===== src/rtl/rr_mux_2_1_pkg.sv =====
// Shared definitions for the round-robin 2:1 mux stage.
//   CH0/CH1     : channel indices as they appear on s0 and in the arbiter.
//   out_state_e : occupancy of the single-entry output register.
package mux_defs;
  localparam logic CH0 = 1'b0;
  localparam logic CH1 = 1'b1;

  typedef enum logic {
    OUT_EMPTY = 1'b0,
    OUT_FULL  = 1'b1
  } out_state_e;
endpackage


===== src/rtl/rr_mux_2_1_if.sv =====
// Handshake/bus bundle for rr_mux_2_1.
// Valid/ready rule for every channel: a word moves on a rising clk edge
// exactly when valid and ready are both 1 in the cycle before that edge.
// The producer holds the word and valid stable until the transfer happens.
// Ready never depends combinationally on the same channel's ready.
//   slave  : the mux side (consumes i0/i1, produces out/s0/counters).
//   master : the environment side.
//   dbg_state mirrors the output-register FSM for observation.
interface rr_mux_2_1_if #(
  parameter int W     = 1,
  parameter int CNT_W = 8
);
  import mux_defs::*;

  logic [W-1:0]     i0;
  logic             i0_valid;
  logic             i0_ready;
  logic [W-1:0]     i1;
  logic             i1_valid;
  logic             i1_ready;
  logic [W-1:0]     out;
  logic             out_valid;
  logic             out_ready;
  logic             s0;
  logic [CNT_W-1:0] cnt0;
  logic [CNT_W-1:0] cnt1;
  out_state_e       dbg_state;

  modport slave (
    input  i0, i0_valid, i1, i1_valid, out_ready,
    output i0_ready, i1_ready, out, out_valid, s0, cnt0, cnt1, dbg_state
  );

  modport master (
    output i0, i0_valid, i1, i1_valid, out_ready,
    input  i0_ready, i1_ready, out, out_valid, s0, cnt0, cnt1, dbg_state
  );
endinterface


===== src/rtl/rr_mux_2_1_arb.sv =====
// rr_arb_2: two-requester round-robin arbiter.
//   clk, rst : clock, async active-high reset (prio -> CH0).
//   req0/1   : requests.
//   en       : grants are only issued while en=1.
//   gnt0/1   : one-hot (or zero) grant.
//   gidx     : index of the granted channel (CH0 when no grant).
// The priority pointer only moves when a grant is issued, so a lone
// requester keeps its turn until the other channel actually competes.
module rr_arb_2
  import mux_defs::*;
(
  input  logic clk,
  input  logic rst,
  input  logic req0,
  input  logic req1,
  input  logic en,
  output logic gnt0,
  output logic gnt1,
  output logic gidx
);
  logic prio_q, prio_d;

  always_comb begin
    gnt0   = en && req0 && (!req1 || (prio_q == CH0));
    gnt1   = en && req1 && (!req0 || (prio_q == CH1));
    gidx   = gnt1 ? CH1 : CH0;
    prio_d = prio_q;
    // Winner yields priority to the other channel.
    if (gnt0 || gnt1) prio_d = ~gidx;
  end

  always_ff @(posedge clk or posedge rst) begin
    if (rst) prio_q <= CH0;
    else     prio_q <= prio_d;
  end
endmodule


===== src/rtl/rr_mux_2_1.sv =====
// rr_mux_2_1: registered, round-robin arbitrated 2:1 mux stage.
//   clk, rst : clock, async active-high reset.
//   bus      : rr_mux_2_1_if.slave - i0/i1 channels in, out channel out,
//              registered select s0, saturating grant counters cnt0/cnt1,
//              dbg_state (output register occupancy).
// A single output register accepts a new word whenever it is empty or
// being drained in the same cycle, giving one word per cycle throughput.
module rr_mux_2_1
  import mux_defs::*;
#(
  parameter int W     = 1,
  parameter int CNT_W = 8
) (
  input  logic clk,
  input  logic rst,
  rr_mux_2_1_if.slave bus
);
  localparam logic [CNT_W-1:0] CNT_ONE = {{(CNT_W-1){1'b0}}, 1'b1};
  localparam logic [CNT_W-1:0] CNT_MAX = {CNT_W{1'b1}};

  out_state_e       state_q, state_d;
  logic [W-1:0]     out_q, out_d;
  logic             s0_q, s0_d;
  logic [CNT_W-1:0] cnt0_q, cnt0_d;
  logic [CNT_W-1:0] cnt1_q, cnt1_d;

  logic load, en, gnt0, gnt1, gidx;

  assign load = (state_q == OUT_EMPTY) || bus.out_ready;
  // rst gates the enable so no handshake can complete while reset is held.
  assign en   = load && !rst;

  rr_arb_2 u_arb (
    .clk  (clk),
    .rst  (rst),
    .req0 (bus.i0_valid),
    .req1 (bus.i1_valid),
    .en   (en),
    .gnt0 (gnt0),
    .gnt1 (gnt1),
    .gidx (gidx)
  );

  always_comb begin
    state_d = state_q;
    out_d   = out_q;
    s0_d    = s0_q;
    cnt0_d  = cnt0_q;
    cnt1_d  = cnt1_q;
    if (gnt0 || gnt1) begin
      // Load (possibly replacing a word drained this same edge).
      state_d = OUT_FULL;
      out_d   = gidx ? bus.i1 : bus.i0;
      s0_d    = gidx;
      if (gnt0 && (cnt0_q != CNT_MAX)) cnt0_d = cnt0_q + CNT_ONE;
      if (gnt1 && (cnt1_q != CNT_MAX)) cnt1_d = cnt1_q + CNT_ONE;
    end else if ((state_q == OUT_FULL) && bus.out_ready) begin
      // Drain without refill: data and select keep their last values.
      state_d = OUT_EMPTY;
    end
  end

  always_ff @(posedge clk or posedge rst) begin
    if (rst) begin
      state_q <= OUT_EMPTY;
      out_q   <= '0;
      s0_q    <= CH0;
      cnt0_q  <= '0;
      cnt1_q  <= '0;
    end else begin
      state_q <= state_d;
      out_q   <= out_d;
      s0_q    <= s0_d;
      cnt0_q  <= cnt0_d;
      cnt1_q  <= cnt1_d;
    end
  end

  assign bus.i0_ready  = gnt0;
  assign bus.i1_ready  = gnt1;
  assign bus.out       = out_q;
  assign bus.out_valid = (state_q == OUT_FULL);
  assign bus.s0        = s0_q;
  assign bus.cnt0      = cnt0_q;
  assign bus.cnt1      = cnt1_q;
  assign bus.dbg_state = state_q;
endmodule


===== src/flat_wrapper.sv =====
// flat-port wrapper written by rule: the top's interface ports become plain ports
module rr_mux_2_1_flat import mux_defs::*;
#(
  parameter int W     = 1,
  parameter int CNT_W = 8
)
  (clk, rst, bus_i0, bus_i0_valid, bus_i1, bus_i1_valid, bus_out_ready, bus_i0_ready, bus_i1_ready, bus_out, bus_out_valid, bus_s0, bus_cnt0, bus_cnt1, bus_dbg_state);
  rr_mux_2_1_if #(.W(W), .CNT_W(CNT_W)) bus_i ();
  input  logic clk;
  input  logic rst;
  input wire logic [$bits(bus_i.i0)-1:0] bus_i0;
  input wire logic [$bits(bus_i.i0_valid)-1:0] bus_i0_valid;
  input wire logic [$bits(bus_i.i1)-1:0] bus_i1;
  input wire logic [$bits(bus_i.i1_valid)-1:0] bus_i1_valid;
  input wire logic [$bits(bus_i.out_ready)-1:0] bus_out_ready;
  output wire logic [$bits(bus_i.i0_ready)-1:0] bus_i0_ready;
  output wire logic [$bits(bus_i.i1_ready)-1:0] bus_i1_ready;
  output wire logic [$bits(bus_i.out)-1:0] bus_out;
  output wire logic [$bits(bus_i.out_valid)-1:0] bus_out_valid;
  output wire logic [$bits(bus_i.s0)-1:0] bus_s0;
  output wire logic [$bits(bus_i.cnt0)-1:0] bus_cnt0;
  output wire logic [$bits(bus_i.cnt1)-1:0] bus_cnt1;
  output wire logic [$bits(bus_i.dbg_state)-1:0] bus_dbg_state;
  assign bus_i.i0 = bus_i0;
  assign bus_i.i0_valid = bus_i0_valid;
  assign bus_i.i1 = bus_i1;
  assign bus_i.i1_valid = bus_i1_valid;
  assign bus_i.out_ready = bus_out_ready;
  assign bus_i0_ready = bus_i.i0_ready;
  assign bus_i1_ready = bus_i.i1_ready;
  assign bus_out = bus_i.out;
  assign bus_out_valid = bus_i.out_valid;
  assign bus_s0 = bus_i.s0;
  assign bus_cnt0 = bus_i.cnt0;
  assign bus_cnt1 = bus_i.cnt1;
  assign bus_dbg_state = bus_i.dbg_state;
  rr_mux_2_1 #(.W(W), .CNT_W(CNT_W)) u_core (.clk(clk), .rst(rst), .bus(bus_i));
endmodule

===== config.mk =====
export PLATFORM = sky130hd
export DESIGN_NAME = rr_mux_2_1_flat
export DESIGN_NICKNAME = d
export VERILOG_FILES = /design/src/rtl/rr_mux_2_1_pkg.sv /design/src/rtl/rr_mux_2_1_if.sv /design/src/rtl/rr_mux_2_1_arb.sv /design/src/rtl/rr_mux_2_1.sv /design/src/flat_wrapper.sv
export SDC_FILE = /design/constraint.sdc
export NUM_CORES = 1
export LEC_CHECK = 0
export CORE_MARGIN = 2
export CORE_UTILIZATION = 46
export CTS_BUF_LIST = sky130_fd_sc_hd__clkbuf_4 sky130_fd_sc_hd__clkbuf_8 sky130_fd_sc_hd__clkbuf_16
export CTS_CLUSTER_DIAMETER = 200
export DETAILED_ROUTE_END_ITERATION = 16
export GPL_TIMING_DRIVEN = 0
export PLACE_DENSITY_LB_ADDON = 0.1
export RECOVER_POWER = 100
export SYNTH_ARGS = -nofsm -noshare
export SYNTH_HDL_FRONTEND = slang
export SYNTH_SLANG_ARGS = --single-unit

===== constraint.sdc =====
create_clock -name clk -period 1.78 [get_ports clk]
set_input_delay 0.356 -clock clk [delete_from_list [all_inputs] [get_ports clk]]
set_output_delay 0.356 -clock clk [all_outputs]
set_load 0.02 [all_outputs]

==> results.md, run 1 <==
Min path:
- The kind of path behind the tightest hold check is input port to async pin.

Floorplanning:
- After floorplanning, the core was sized to cover about 0.0022 sq mm.
- The number of top-level pins is 29.
- The floorplan step set the die height to ~50 um.
- The die is approximately 51 um wide.
- After floorplanning, the core was divided into 17 placement rows.
- The initial utilization of the core area, before any placement, comes to 0.4781.
- The floorplan step defined a die boundary enclosing around 0.0027 sq mm.

Route:
- The number of vias per cell is 5.250.
- For this block, the via count after detailed routing is 819.
- The pre-antenna-repair detailed-routing pass consisted of 5 iterations.
- The detail route stage leaves a number of antenna-violating nets equal to 0.
- The sum of routed wire length over all layers is 2104 um.
- In the routed design, unresolved DRC markers number 0.
- The routed wire length per instance is 13.49 um.
- The first routing iteration left 16 violations.

Finish:
- Compared with the post-synthesis result, the final layout area differs by 28.11%.
- In the final layout, the share of cells above drive strength 1 is 0.1797.
- The net count of the finished layout is 138.
- The count of inserted antenna diode cells is 0.

Yosys:
- For this run, the register share of the synthesized area comes to 0.4825.
- Dividing the synthesized area by the synthesized cell count gives 11.15 sq um.
- Yosys mapped a number of flops with a built-in enable equal to 0.
- After synthesis, the share of flip-flops with an asynchronous set or reset is 1.000.
- The area share of the largest cell type after synthesis is 0.4825.
- Ranked by instance count, the synthesized netlist is headed by dfrtp_1, nand2_1, xor2_1.
- Sorting the synthesized cells by area gives the leading types as dfrtp_1, xor2_1, nand2_1, nor4_2, a31oi_1.
- Counting distinct cell types in the post-synthesis netlist gives 32.
- Among all cell types in the netlist, the one instantiated most often is dfrtp_1.
- The synthesized flop and latch total is 20.
- The biggest area contributor in the post-synthesis netlist is dfrtp_1.
- Yosys printed 0 warnings.
- The instance count of the mapped netlist is 93.
- The number of nets in the synthesized netlist is 102.
- The total standard cell area after synthesis is 0.001037 sq mm.
- The most frequently used flop master after synthesis is dfrtp_1.

Timing:
- Setup repair after global routing left no endpoint under its margin.
- Setup slack on the critical path of the routed design comes to 56.70 ps.
- The transition time at the pin with the least slew margin is 500.3 ps.
- The number of hold violations in the final report is 0.
- The maximum clock rate is 580.3 MHz.
- In the final timing run, aggregate negative setup slack is 0 ps.
- The worst-case headroom to the max-slew limit is 0.6664.
- Of the available clock period, the critical path in the final layout requires 0.9681.
- The final count of pins violating max slew is 0.
- The final critical path time including I/O delays and setup is ~1700 ps.
- Final hold analysis gives a worst-case slack of 213.3 ps.
- The maximum clock skew at final layout is 4.898 ps.
- The final number of setup-violating endpoints is 0.

Global route:
- The first global-routing pass estimated approximately 3500 um of wire.
- The initial antenna violation count was 0.
- The overall overflow remaining after global route is 0.
- The largest net degree at the start of global routing is 12.
- The global router's overall resource usage is 0.1785.
- The number of global-route vias before repair is 763.

CTS:
- Buffers inserted to repair hold after CTS numbered 0.
- The level count of the clock H-tree is 1.
- The clock input transition at the sequential cells of the worst setup and hold paths is 120 ps.
- The source-to-sink clock delay at the later pin of the worst-skew pair is 310 ps.
- TritonCTS built the clock tree.
- The clock drives 20 sinks.
- The tree is rooted in a clkbuf_4.
- The deepest clock path buffer count is 2.
- Clock tree synthesis inserted a total of 3 buffers.

Place:
- OpenSTA, run right after detailed placement, puts the worst setup slack at -868.0 ps.
- The final RePlAce weighted congestion is 0.7717.
- After legalization and detailed placement, the total HPWL measured 1432 um.
- The count of buffers added on input and output ports is 28.

Pwr:
- The analysis attributes to cell leakage a power of 0.6001 nW.
- Across the VDD grid, the largest voltage drop is around 0.9 mV.
- Power spread over the standard cell area amounts to 1400 mW/mm^2.

Setup path:
- Setup slack on the worst reg-to-reg path comes out at 110 ps.
- Data on the critical path is required at its endpoint by 1420 ps.
- The startpoint kind of the worst setup timing path is an input port.
- STA classifies the critical path endpoint as an output port.
- The classification of the worst setup path is input port to output port.
- In this run the worst path has a maximum fanout of 5.
- The arrival time reported for the critical path endpoint is 1370 ps.

Run:
- The reported max-cap violation count is 0.

Run status:
- The flow ran to the end, and the final reports show no timing, DRC or antenna violations.
registers in the layout (all words and copies together) (netlist names):
name / count
u_core.bus.cnt0: 8
u_core.bus.s0: 1
u_core.u_arb.prio_q: 1
u_core.bus.out: 1
u_core.bus.cnt1: 8
u_core.bus.dbg_state: 1
cell usage in the layout (no fill, tap or decap), types with 3 or more instances in the layout:
master / Yosys / final
a21oi_1: 5 / 5
clkbuf_4: 0 / 4
nor3_1: 3 / 3
nor2_1: 4 / 4
xor2_1: 8 / 8
clkbuf_1: 0 / 9
nand3_1: 4 / 4
nand2_1: 12 / 12
clkdlybuf4s50_1: 0 / 17
dfrtp_1: 20 / 20
a31oi_1: 5 / 5
final cells by class:
type / instances / area, sq um
Buffer: 2 / 11.26
Tap cell: 28 / 35.03
Fill cell: 211 / 840.8
Multi-Input combinational cell: 67 / 486.7
Timing Repair Buffer: 30 / 237.7
Clock buffer: 4 / 36.28
Sequential cell: 20 / 500.5
Inverter: 4 / 16.27
Timing Repair inverter: 1 / 5.005
power breakdown:
part	leakage, nW	switching, mW	internal [mW]	total (mW)
Sequential	0.246	0.187	0.608	0.795
Combinational	0.333	0.444	0.351	0.795
Clock	0.0210	0.146	0.125	0.271
final timing paths:
check,from,endpoint,depth (start not counted)
worst min register to register,u_core.bus.s0,u_core.bus.s0,2
max in group asynchronous,rst,u_core.u_arb.prio_q,3
worst min-delay path,rst,u_core.bus.cnt1[3],2
min in group clk,u_core.bus.s0,u_core.bus.s0,2
worst max-delay path,bus_out_ready,bus_i0_ready,5
worst max register to register,u_core.bus.cnt1[0],u_core.bus.cnt1[1],5
stage by stage:
stage	util	total power, mW	instances	instance area (sq um)
final	0.6125	1.860	156	1329
after global routing	0.6125	2.000	156	1329
after CTS	0.6540	1.987	156	1419
after detailed placement	0.6234	1.708	149	1353
after global placement	0.6234	1.696	149	1353
after floorplan	-	1.302	93	1037
worst max-delay path, cell delays in order:
cell	delay [ps]
clkdlybuf4s50_1	460
nand2b_4	140
nand4_2	110
inv_2	110
clkbuf_2	180
layer usage:
metal,vias up,wire length (um),global-route usage,share of wire
met4,0,31,0.06579,0.015
li1,399,-,-,-
met3,7,97,0.02924,0.046
met2,29,1006,0.2735,0.48
met5,-,0,0,0
met1,384,968,0.2538,0.46
cells by family (layout without fill, tap and decap cells):
family | Yosys count | in the layout | share of synthesized area
AOI/OAI and AO/OA | 13 | 13 | 0.07719
xor gates and xnor gates | 9 | 9 | 0.07600
adders and majority gates | 2 | 2 | 0.02412
buffers and inverters | 6 | 41 | 0.03258
DFF | 20 | 20 | 0.4825
muxes | 2 | 2 | 0.02895
and+or+nand+nor | 41 | 41 | 0.2787
what timing repair did:
item                       CTS  global route
resized for setup           17             7
setup endpoints to repair    6             7
pin swaps                    1             0
setup buffers                2             0
gates cloned                 1             0
hold endpoints to repair     0             0
No activity file was read; power rests on OpenSTA's default activity.
==> run 2: changes to the inputs <==
--- a/config.mk
+++ b/config.mk
@@ -5,14 +5,14 @@
 export SDC_FILE = /design/constraint.sdc
 export NUM_CORES = 1
 export LEC_CHECK = 0
-export CORE_MARGIN = 2
-export CORE_UTILIZATION = 46
+export CORE_UTILIZATION = 32
 export CTS_BUF_LIST = sky130_fd_sc_hd__clkbuf_4 sky130_fd_sc_hd__clkbuf_8 sky130_fd_sc_hd__clkbuf_16
 export CTS_CLUSTER_DIAMETER = 200
 export DETAILED_ROUTE_END_ITERATION = 16
 export GPL_TIMING_DRIVEN = 0
 export PLACE_DENSITY_LB_ADDON = 0.1
 export RECOVER_POWER = 100
+export SKIP_CTS_REPAIR_TIMING = 1
 export SYNTH_ARGS = -nofsm -noshare
 export SYNTH_HDL_FRONTEND = slang
 export SYNTH_SLANG_ARGS = --single-unit
==> results.md, run 2 (synthesized netlist as in run 1, its figures left out) <==
Run status:
- Result of the run: completed (unchanged).

Route:
- The number of DRC violations after detailed-routing iteration 0 is 16 (unchanged).
- The remaining design rule violation count came to 0 (unchanged).
- The routed wire length per instance is 11.37 um (was 13.49 um).
- The sum of routed wire length over all layers is 2047 um (was 2104 um).
- The number of vias per cell was 4.572 (was 5.250).
- The number of detailed-route iterations in the first pass came to 3 (was 5).
- The routed via count is 823 (was 819).
- The final antenna-violating net count is 0 (unchanged).

Place:
- The worst setup slack before clock tree synthesis was -875.0 ps (was -868.0 ps).
- The number of buffer cells added on primary ports was 28 (unchanged).
- The final RePlAce weighted congestion is 0.6943 (was 0.7717).
- The HPWL after detailed placement came to 1399 um (was 1432 um).
- The placed standard-cell area is 0.001373 sq mm (was 0.001353 sq mm).

Floorplanning:
- The height of the die is 58.94 um (was 51.49 um).
- The total die area is 0.003473 sq mm (was 0.002651 sq mm).
- The starting density of the core came to 0.3398 (was 0.4781).
- The cell row count is 20 (was 17).
- The number of top-level pins is 29 (unchanged).
- The x dimension of the die is 58.94 um (was 51.49 um).
- The area of the placeable core came to 0.003053 sq mm (was 0.002170 sq mm).

Pwr:
- The portion of total power attributed to sequential cells came to 0.416 (was 0.427).
- The areal power density over the cells came to 1291 mW/mm^2 (was 1400 mW/mm^2).
- The internal power came to 1.154 mW (was 1.084 mW).
- The clock power share is 0.111 (was 0.146).
- The portion of total power attributed to combinational logic is 0.473 (was 0.427).
- The largest voltage drop on the vdd net came to 0.6295 mV (was 0.9242 mV).
- The total net switching power was 0.7733 mW (was 0.7765 mW).
- The net switching fraction of the power is 0.4012 (was 0.4174).
- The static power due to leakage is 0.7127 nW (was 0.6001 nW).
- The total design power is 1.927 mW (was 1.860 mW).

Timing:
- The smallest setup slack after layout is 17.29 ps (was 56.70 ps).
- The worst-case headroom to the max-slew limit is 0.6626 (was 0.6664).
- The number of hold violations in the final report is 0 (unchanged).
- The maximum clock rate is 567.3 MHz (was 580.3 MHz).
- The worst-case hold slack is 326.4 ps (was 213.3 ps).
- The transition time at the pin with the least slew margin is 503.3 ps (was 500.3 ps).
- The final number of setup-violating endpoints was 0 (unchanged).
- The final count of pins violating max slew is 0 (unchanged).
- The maximum clock skew at final layout is 0.8357 ps (was 4.898 ps).
- The final critical path time including I/O delays and setup is 1763 ps (was 1723 ps).
- Unrepaired setup endpoints after global routing: true (was false).
- The final cycle utilization of the critical path came to 0.9903 (was 0.9681).

Global route:
- The initial antenna violation count is 0 (unchanged).
- The overall overflow remaining after global route is 0 (unchanged).
- The global router's overall resource usage is 0.1260 (was 0.1785).
- The largest net degree at the start of global routing is 23 (was 12).
- The wire length of the first global-routing pass is 3360 um (was 3498 um).
- The number of global-route vias before repair came to 744 (was 763).

CTS:
- The number of buffers created by CTS is 3 (unchanged).
- The clock input transition at the sequential cells of the worst setup and hold paths is 110 ps (was 120 ps).
- The level count of the clock H-tree is 1 (unchanged).
- The buffer cell driving the clock tree root is clkbuf_4 (unchanged).
- The TritonCTS clock tree is done (unchanged).
- The source-to-sink clock delay at the later pin of the worst-skew pair is 290 ps (was 310 ps).
- The deepest clock path buffer count is 2 (unchanged).
- The CTS sink count is 20 (unchanged).

Finish:
- The post-layout net count is 147 (was 138).
- The share of post-route cells with drive strength above 1 is 0.2647 (was 0.1797).
- The synthesis-to-finish area growth is 43.91% (was 28.11%).
- The combined area of the multi-input logic cells is 503.0 sq um (was 486.7 sq um).
- The commonest non-fill, non-tap cell in the layout is clkdlybuf4s50_1 (was dfrtp_1).
- The number of fill cells came to 296 (was 211).
- The sequential standard cell area came to 501.7 sq um (was 500.5 sq um).
- Commonest non-fill, non-tap cells in the layout: clkdlybuf4s50_1, dfrtp_1, nand2_1, buf_4, xor2_1 (was dfrtp_1, clkdlybuf4s50_1, nand2_1, clkbuf_1, xor2_1).
- The final cell area excluding filler cells is 0.001493 sq mm (was 0.001329 sq mm).
- The count of inserted antenna diode cells was 0 (unchanged).

Setup path:
- The kind of end point of the critical path was an output port (unchanged).
- The startpoint kind of the worst setup timing path is an input port (unchanged).
- The startpoint of the worst setup timing path was bus_out_ready (unchanged).
- The worst endpoint required time is 1420 ps (about the same).
- The classification of the worst setup path is input port to output port (unchanged).
- The source of the worst register-to-register timing path was u_core.bus.cnt1[0] (unchanged).
- The maximum fanout along the worst path is 8 (was 5).
- The arrival time reported for the critical path endpoint is 1410 ps (was 1370 ps).

Run:
- The reported max-cap violation count is 0 (unchanged).

Min path:
- The kind of path behind the tightest hold check is input port to async pin (unchanged).
==> run 2: power groups by stage <==
stage	registers, mW	clock network [mW]	logic, mW
after floorplan	0.961	0	0.341
after global placement	0.811	0	0.897
final	0.802	0.214	0.912
after detailed placement	0.810	0	0.900
after global routing	0.836	0.247	0.984
after CTS	0.805	0.229	0.906
==> run 2: final timing paths <==
| check | to | slack (ps) | cells past startpoint |
|---|---|---|---|
| max | bus_i1_ready | 20 | 5 |
| min | u_core.bus.dbg_state | 330 | 2 |
| max reg2reg | u_core.bus.cnt1[1] | 90 | 5 |
| min reg2reg | u_core.bus.s0 | 490 | 2 |
| max in group asynchronous | u_core.bus.cnt1[0] | 1000 | 2 |
| min in group clk | u_core.bus.s0 | 490 | 2 |
==> run 2: layer usage <==
| layer | wire length [um] | share of wire | GRT usage | vias to the layer above |
|---|---|---|---|---|
| met2 | 937 | 0.46 | 0.1932 | 18 |
| met1 | 982 | 0.48 | 0.1759 | 386 |
| met3 | 111 | 0.054 | 0.02198 | 2 |
| met5 | 0 | 0 | 0 | - |
| li1 | - | - | - | 417 |
| met4 | 16 | 0.0078 | 0.05102 | 0 |
==> run 2: final cells by class <==
class / count / share of cell area
Timing Repair Buffer: 39 / 0.2439
Buffer: 2 / 0.01257
Sequential cell: 20 / 0.3361
Multi-Input combinational cell: 67 / 0.3370
Inverter: 4 / 0.01509
Tap cell: 44 / 0.03688
Timing Repair inverter: 1 / 0.003353
Clock buffer: 3 / 0.01509
==> run 2: through the flow <==
step | TNS (ps) | util | std cells
CTS | -1804 | 0.4570 | 168
global route | -56.91 | 0.4889 | 180
finish | 0 | 0.4889 | 180
floorplan | 0 | - | 93
global placement | -5628 | 0.4496 | 165
detailed placement | -5696 | 0.4496 | 165
==> run 2: worst max-delay path: stages <==
cell and delay, ps:
clkdlybuf4s50_1 450, nand2b_4 140, nand4_4 180, inv_4 110, clkbuf_2 170
